$ cat config.mk
export PLATFORM = sky130hd
export DESIGN_NAME = udp_snapshot_ctrl_flat
export DESIGN_NICKNAME = d
export VERILOG_FILES = /design/src/rtl/udp_snapshot_ctrl_if.sv /design/src/rtl/udp_snapshot_ctrl.sv /design/src/flat_wrapper.sv
export SDC_FILE = /design/constraint.sdc
export NUM_CORES = 1
export LEC_CHECK = 0
export CORE_MARGIN = 4
export CORE_UTILIZATION = 50
export CTS_CLUSTER_DIAMETER = 60
export DETAILED_ROUTE_END_ITERATION = 16
export PLACE_DENSITY = 0.7
export REMOVE_ABC_BUFFERS = 1
export SKIP_LAST_GASP = 1
export SLEW_MARGIN = 15
export SYNTH_ARGS = -nofsm -noshare
export SYNTH_HDL_FRONTEND = slang
export SYNTH_SLANG_ARGS = --single-unit
$ cat constraint.sdc
create_clock -name clk -period 5 [get_ports clk]
set_input_delay 1 -clock clk [delete_from_list [all_inputs] [get_ports clk]]
set_output_delay 1 -clock clk [all_outputs]
set_load 0.03 [all_outputs]
$ cat src/rtl/udp_snapshot_ctrl_if.sv
// Bus bundle for udp_snapshot_ctrl: an Avalon-MM register port plus the UDP payload stream.
// The master side drives requests and stream words; the slave side is the snapshot controller.
interface udp_snapshot_ctrl_if;
  logic [3:0]  address;
  logic        write;
  logic        read;
  logic [31:0] writedata;
  logic [31:0] readdata;
  logic        av_irq;
  logic [31:0] udp_data;
  logic        udp_data_valid;
  logic        udp_sop;
  logic        udp_eop;

  modport master (
    output address, write, read, writedata, udp_data, udp_data_valid, udp_sop, udp_eop,
    input  readdata, av_irq
  );

  modport slave (
    input  address, write, read, writedata, udp_data, udp_data_valid, udp_sop, udp_eop,
    output readdata, av_irq
  );
endinterface

$ cat src/rtl/udp_snapshot_ctrl.sv
// Captures the first NUM_WORDS payload words of one UDP frame for readback over Avalon-MM.
// Define UDP_SNAP_TIMEOUT_EN to build the in-frame idle-gap timeout (TIMEOUT_CYCLES).
//
// state   | meaning
// IDLE    | not armed, stream ignored
// ARMED   | waiting for a start-of-frame word
// CAPTURE | storing frame words until eop
// READY   | snapshot frozen, waiting for ACK
module udp_snapshot_ctrl #(
  parameter int NUM_WORDS      = 8,
  parameter int TIMEOUT_CYCLES = 1024
) (
  input  logic               clk,
  input  logic               reset_n,
  udp_snapshot_ctrl_if.slave bus
);
  localparam logic [1:0] S_IDLE    = 2'd0;
  localparam logic [1:0] S_ARMED   = 2'd1;
  localparam logic [1:0] S_CAPTURE = 2'd2;
  localparam logic [1:0] S_READY   = 2'd3;
  localparam logic [3:0] NW        = 4'(NUM_WORDS);

  logic [1:0]  state;
  logic        arm, cont, irq_en;
  logic [3:0]  count, length;
  logic        truncated, timeout;
  logic [15:0] drops;
  logic [31:0] words [0:7];
  logic [31:0] rdata, rd_mux;

  logic ctrl_wr, ack, drop_clr, abort, word_hit, sop_hit, eop_hit, room, drop_evt, timeout_hit;

  assign ctrl_wr  = bus.write && (bus.address == 4'd0);
  assign ack      = ctrl_wr && bus.writedata[1];
  assign drop_clr = ctrl_wr && bus.writedata[4];
  assign abort    = ctrl_wr && !bus.writedata[0] && (state == S_ARMED || state == S_CAPTURE);
  assign word_hit = bus.udp_data_valid;
  assign sop_hit  = word_hit && bus.udp_sop;
  assign eop_hit  = word_hit && bus.udp_eop;
  assign room     = count < NW;
  // A sop abandons a partial capture or arrives while the snapshot is held.
  assign drop_evt = sop_hit && (state == S_READY || (state == S_CAPTURE && !abort));

`ifdef UDP_SNAP_TIMEOUT_EN
  logic [15:0] gap;
  assign timeout_hit = (state == S_CAPTURE) && !word_hit && (gap == 16'(TIMEOUT_CYCLES - 1));

  always_ff @(posedge clk or negedge reset_n) begin
    if (!reset_n)                               gap <= '0;
    else if (state != S_CAPTURE || word_hit)    gap <= '0;
    else                                        gap <= gap + 16'd1;
  end
`else
  assign timeout_hit = 1'b0;
`endif

  always_ff @(posedge clk or negedge reset_n) begin
    if (!reset_n) begin
      state     <= S_IDLE;
      arm       <= 1'b0;
      cont      <= 1'b0;
      irq_en    <= 1'b0;
      count     <= '0;
      length    <= '0;
      truncated <= 1'b0;
      timeout   <= 1'b0;
      drops     <= '0;
      for (int i = 0; i < 8; i++) words[i] <= '0;
    end else begin
      if (ctrl_wr) begin
        arm    <= bus.writedata[0];
        cont   <= bus.writedata[2];
        irq_en <= bus.writedata[3];
      end
      if (drop_clr)                          drops <= '0;
      else if (drop_evt && drops != 16'hFFFF) drops <= drops + 16'd1;

      case (state)
        S_IDLE: if (ctrl_wr && bus.writedata[0]) state <= S_ARMED;
        S_ARMED, S_CAPTURE: begin
          if (abort) begin
            state <= S_IDLE;
          end else if (timeout_hit) begin
            timeout <= 1'b1;
            length  <= count;
            state   <= S_READY;
          end else if (sop_hit) begin
            words[0]  <= bus.udp_data;
            count     <= 4'd1;
            truncated <= 1'b0;
            timeout   <= 1'b0;
            if (bus.udp_eop) begin
              length <= 4'd1;
              state  <= S_READY;
            end else begin
              state  <= S_CAPTURE;
            end
          end else if (word_hit && state == S_CAPTURE) begin
            if (room) begin
              words[count[2:0]] <= bus.udp_data;
              count             <= count + 4'd1;
            end else begin
              truncated <= 1'b1;
            end
            if (eop_hit) begin
              length <= room ? count + 4'd1 : NW;
              state  <= S_READY;
            end
          end
        end
        // ARM and CONT as written with the ACK decide where the next frame goes.
        S_READY: if (ack) state <= (bus.writedata[0] && bus.writedata[2]) ? S_ARMED : S_IDLE;
        default: state <= S_IDLE;
      endcase
    end
  end

  always_comb begin
    rd_mux = '0;
    case (bus.address)
      4'd0: rd_mux = {28'd0, irq_en, cont, 1'b0, arm};
      4'd1: rd_mux = {22'd0, timeout, truncated, length, 2'b00, state};
      4'd2: rd_mux = {16'd0, drops};
      default:
        if (bus.address >= 4'd3 && bus.address < 4'(3 + NUM_WORDS))
          rd_mux = words[3'(bus.address - 4'd3)];
    endcase
  end

  always_ff @(posedge clk or negedge reset_n) begin
    if (!reset_n)      rdata <= '0;
    else if (bus.read) rdata <= rd_mux;
  end

  assign bus.readdata = rdata;
  assign bus.av_irq   = irq_en && (state == S_READY);
endmodule

$ cat src/flat_wrapper.sv
// flat-port wrapper written by rule: the top's interface ports become plain ports
module udp_snapshot_ctrl_flat 
#(
  parameter int NUM_WORDS      = 8,
  parameter int TIMEOUT_CYCLES = 1024
)
  (clk, reset_n, bus_address, bus_write, bus_read, bus_writedata, bus_udp_data, bus_udp_data_valid, bus_udp_sop, bus_udp_eop, bus_readdata, bus_av_irq);
  udp_snapshot_ctrl_if bus_i ();
  input  logic clk;
  input  logic reset_n;
  input wire logic [$bits(bus_i.address)-1:0] bus_address;
  input wire logic [$bits(bus_i.write)-1:0] bus_write;
  input wire logic [$bits(bus_i.read)-1:0] bus_read;
  input wire logic [$bits(bus_i.writedata)-1:0] bus_writedata;
  input wire logic [$bits(bus_i.udp_data)-1:0] bus_udp_data;
  input wire logic [$bits(bus_i.udp_data_valid)-1:0] bus_udp_data_valid;
  input wire logic [$bits(bus_i.udp_sop)-1:0] bus_udp_sop;
  input wire logic [$bits(bus_i.udp_eop)-1:0] bus_udp_eop;
  output wire logic [$bits(bus_i.readdata)-1:0] bus_readdata;
  output wire logic [$bits(bus_i.av_irq)-1:0] bus_av_irq;
  assign bus_i.address = bus_address;
  assign bus_i.write = bus_write;
  assign bus_i.read = bus_read;
  assign bus_i.writedata = bus_writedata;
  assign bus_i.udp_data = bus_udp_data;
  assign bus_i.udp_data_valid = bus_udp_data_valid;
  assign bus_i.udp_sop = bus_udp_sop;
  assign bus_i.udp_eop = bus_udp_eop;
  assign bus_readdata = bus_i.readdata;
  assign bus_av_irq = bus_i.av_irq;
  udp_snapshot_ctrl #(.NUM_WORDS(NUM_WORDS), .TIMEOUT_CYCLES(TIMEOUT_CYCLES)) u_core (.clk(clk), .reset_n(reset_n), .bus(bus_i));
endmodule
==> results.md <==
- Status: finished, final reports clean
- Unrepaired setup endpoints after global routing: no
- Clk slew on worst S/H paths: approximately 0.06 ns
- # H-tree levels: 2
- Relative slew slack: between 30% and 40%
- P_leak: 7.956 nW
- PwrDens: about 440 nW/um2
- Max Slew Vio Count: 0
- Yosys top cell area share: between 50% and 60%
- Largest area contributor in the netlist: dfrtp_1
- Die width: ~180 um
- Clock Tree Buf Depth: 3
- First-pass DRT Iterations: 5
- Seq/Total Area, Yosys: 51.58%
- Worst skew pair latency: around 0.53 ns
- Primary FF master, synth: dfrtp_1
- Final wirelength: 35310 um
- Clk pwr share: about a third
- Vias in the first global route: around 10000
- CTS Buf Count: 35
- Synthesis Warnings: 0
- Area Overhead vs Synth: 14.92%
- Worst-margin pin slew: roughly 0.94 ns
- Worst hold slack: roughly 0.48 ns
- Syn Inst Count: between 1000 and 1500
- Min Tclk post-route: about 3.3 ns
- Die Ht: between 150 and 200 um
- Slack of the critical path: 1.691 ns
- Die area: around 34000 um2
- Critical Path Sink Type: flop
- Worst Hold Class: flop to flop
- CP Max Fanout: 32
- Highest clock rate: 0.3022 GHz
- FILL cells: about 2400
- Startpoint Class: input port
- Combinational Power Share: 22.6%
- Final Wtd Congestion: approximately 0.8
- Top-count cell post-synth: dfrtp_1
- Register share of total power: a little under half
- Arrival time worst endpoint: 3.70 ns
- Cts repair resizes: 0
- Vias per cell: a little under 6
- Core area: just over 30000 um2
- Cts hold-fix bufs: 0
- EDFF count, synth: 0
- CTS tree: built
- CTS Sinks: about 320
- Syn_area_per_cell: roughly 14 um2
- # IOs: 108
- CP required: about 5.4 ns
- Vias: a little under 10000
- Number of library cell types mapped by synthesis: between 60 and 70
- Pin count of the biggest net entering global routing: 110
- Tcrit/Tclk final: between 60 and 70%
- Share of layout cells above drive strength 1: between 30% and 40%
- Total GRT Usage: between 20% and 30%
- Wire length per cell: between 20 and 25 um
- Internal power: between 5 and 6 mW
- CTS Root Cell: clkbuf_16
- #FFs+latches synth: 318
- Synth Cell Area: about 15000 um2
- Final hold vios: 0
- Top post-synthesis cells by count: dfrtp_1, mux2_2, mux2_4
- Switching Fraction: between 20% and 30%
- Drt first-iter violations: roughly 870
- Critical path type: input port to flop
- # DRC: 0
- Switch Pwr: roughly 2.2 mW
- Fin util: 58.11%
- Crit path max-delay cell type: clkdlybuf4s50_1
- Dpl hpwl: a little over 20000 um
- Antenna Nets Post-Route: 0
- Antenna violations before repair: 1
- FFs w/ async S/R, synth: between 90% and 100%
- Worst path cell trace: clkdlybuf4s50_1 > inv_1 > ha_2 > and3b_1 > a31o_1 > nor4_4 > buf_4 > mux2_2
- Global-route wire length before repair: approximately 57000 um
- I/O Buffers: 80
- Final setup TNS: 0 ns
- Critical Path Max Stage Delay: 0.55 ns
- Nets: around 1300
- Setup Fix Bufs, Post-CTS: 0
- Max IR drop VDD: approximately 0.00027 V
- Row count: between 60 and 70
- Starting Density: between 50 and 60%
- Max Cap Viol: 0
- Ranking of synthesized cells by area: dfrtp_1, mux2_2, mux2_4
- Post-Place Worst Slack: approximately 1.1 ns
- Gr ovfl total: 0
- Post-route clock skew: approximately 0.024 ns
- Final setup vio count: 0
-- metrics by stage --
step / total power [mW] / cells / area [um2]
floorplan: 4.685 / 1055 / 15000
global placement: 5.194 / 1556 / 16610
detailed placement: 5.267 / 1556 / 16610
CTS: 7.799 / 1616 / 17710
global route: 8.114 / 1616 / 17730
finish: 7.726 / 1617 / 17730
-- critical path: cells and delay by family --
family	cells	cell delay, ns
buffers and inverters	3	1.17
AOI/OAI and AO/OA	1	0.45
and+or+nand+nor	2	0.41
muxes	1	0.40
adders and majority gates	1	0.22
-- per-layer routing --
layer | global-route usage (%) | wire length [um] | vias up
met5 | 0 | 13 | -
met4 | 5.393 | 782 | 2
met3 | 3.245 | 1579 | 62
met2 | 33.59 | 16680 | 212
met1 | 31.04 | 16260 | 5080
li1 | - | - | 4267
-- registers in the layout (all words and copies together), names as in the netlist --
| name | cells |
|---|---|
| u_core.irq_en | 1 |
| u_core.length | 4 |
| u_core.drops | 16 |
| u_core.words | 256 |
| u_core.bus.readdata | 32 |
| u_core.cont | 1 |
| u_core.state | 2 |
| u_core.truncated | 1 |
| u_core.arm | 1 |
| u_core.count | 4 |
-- power by group through the flow --
stage          Sequential [mW]  Combinational, mW  Clock, mW
4_1_cts                   3.48               1.76       2.56
3_3_place_gp              3.50               1.70          0
3_5_place_dp              3.52               1.75          0
2_1_floorplan             3.49               1.20          0
6_report                  3.48               1.75       2.50
5_1_grt                   3.55               1.90       2.67
-- layout by cell type, fill, tap and decap left out, types with 20 or more instances in the layout --
cell	count
buf_4	20
clkbuf_16	35
inv_1	64
mux4_2	48
mux2_4	90
clkdlybuf4s50_1	77
mux2i_1	75
nand2_1	86
dfrtp_1	318
mux2_2	135
-- final cells by class --
type                            instances  area [um2]  share of cell area (%)
Clock buffer                           49       998.5                   5.632
Tap cell                              396       495.5                   2.795
Clock inverter                         11       101.3                  0.5717
Sequential cell                       318        7958                   44.89
Antenna cell                            1       2.502                 0.01412
Timing Repair Buffer                  105        1061                   5.985
Inverter                               64       240.2                   1.355
Multi-Input combinational cell        673        6872                   38.76
-- cells by family (layout without fill, tap and decap cells) --
group / count (synthesis) / after routing / synth area share [%]
AO/OA/AOI/OAI: 133 / 133 / 6.172
XOR/XNOR: 3 / 3 / 0.1703
adder cells (fa/ha/maj): 10 / 10 / 0.8110
buffers and inverters: 135 / 229 / 4.298
flip-flops: 318 / 318 / 51.58
multiplexers: 351 / 351 / 30.71
other: 0 / 1 / 0
AND/OR/NAND/NOR: 176 / 176 / 6.261
-- path summary, 6_finish.rpt --
check / to / startpoint / slack (ns) / cells past startpoint
max in group asynchronous: u_core.bus.readdata[24]$_DFFE_PN0P_ / reset_n / 3.45 / 2
min in group asynchronous: u_core.words[155]$_DFFE_PN0P_ / reset_n / 0.54 / 1
min reg2reg: u_core.words[199]$_DFFE_PN0P_ / u_core.words[199]$_DFFE_PN0P_ / 0.48 / 1
max: u_core.words[207]$_DFFE_PN0P_ / bus_address[1] / 1.69 / 8
max reg2reg: u_core.words[207]$_DFFE_PN0P_ / u_core.state[0]$_DFFE_PN0P_ / 2.21 / 7
min: u_core.words[199]$_DFFE_PN0P_ / u_core.words[199]$_DFFE_PN0P_ / 0.48 / 1
Power figures use the tool's default switching activity.
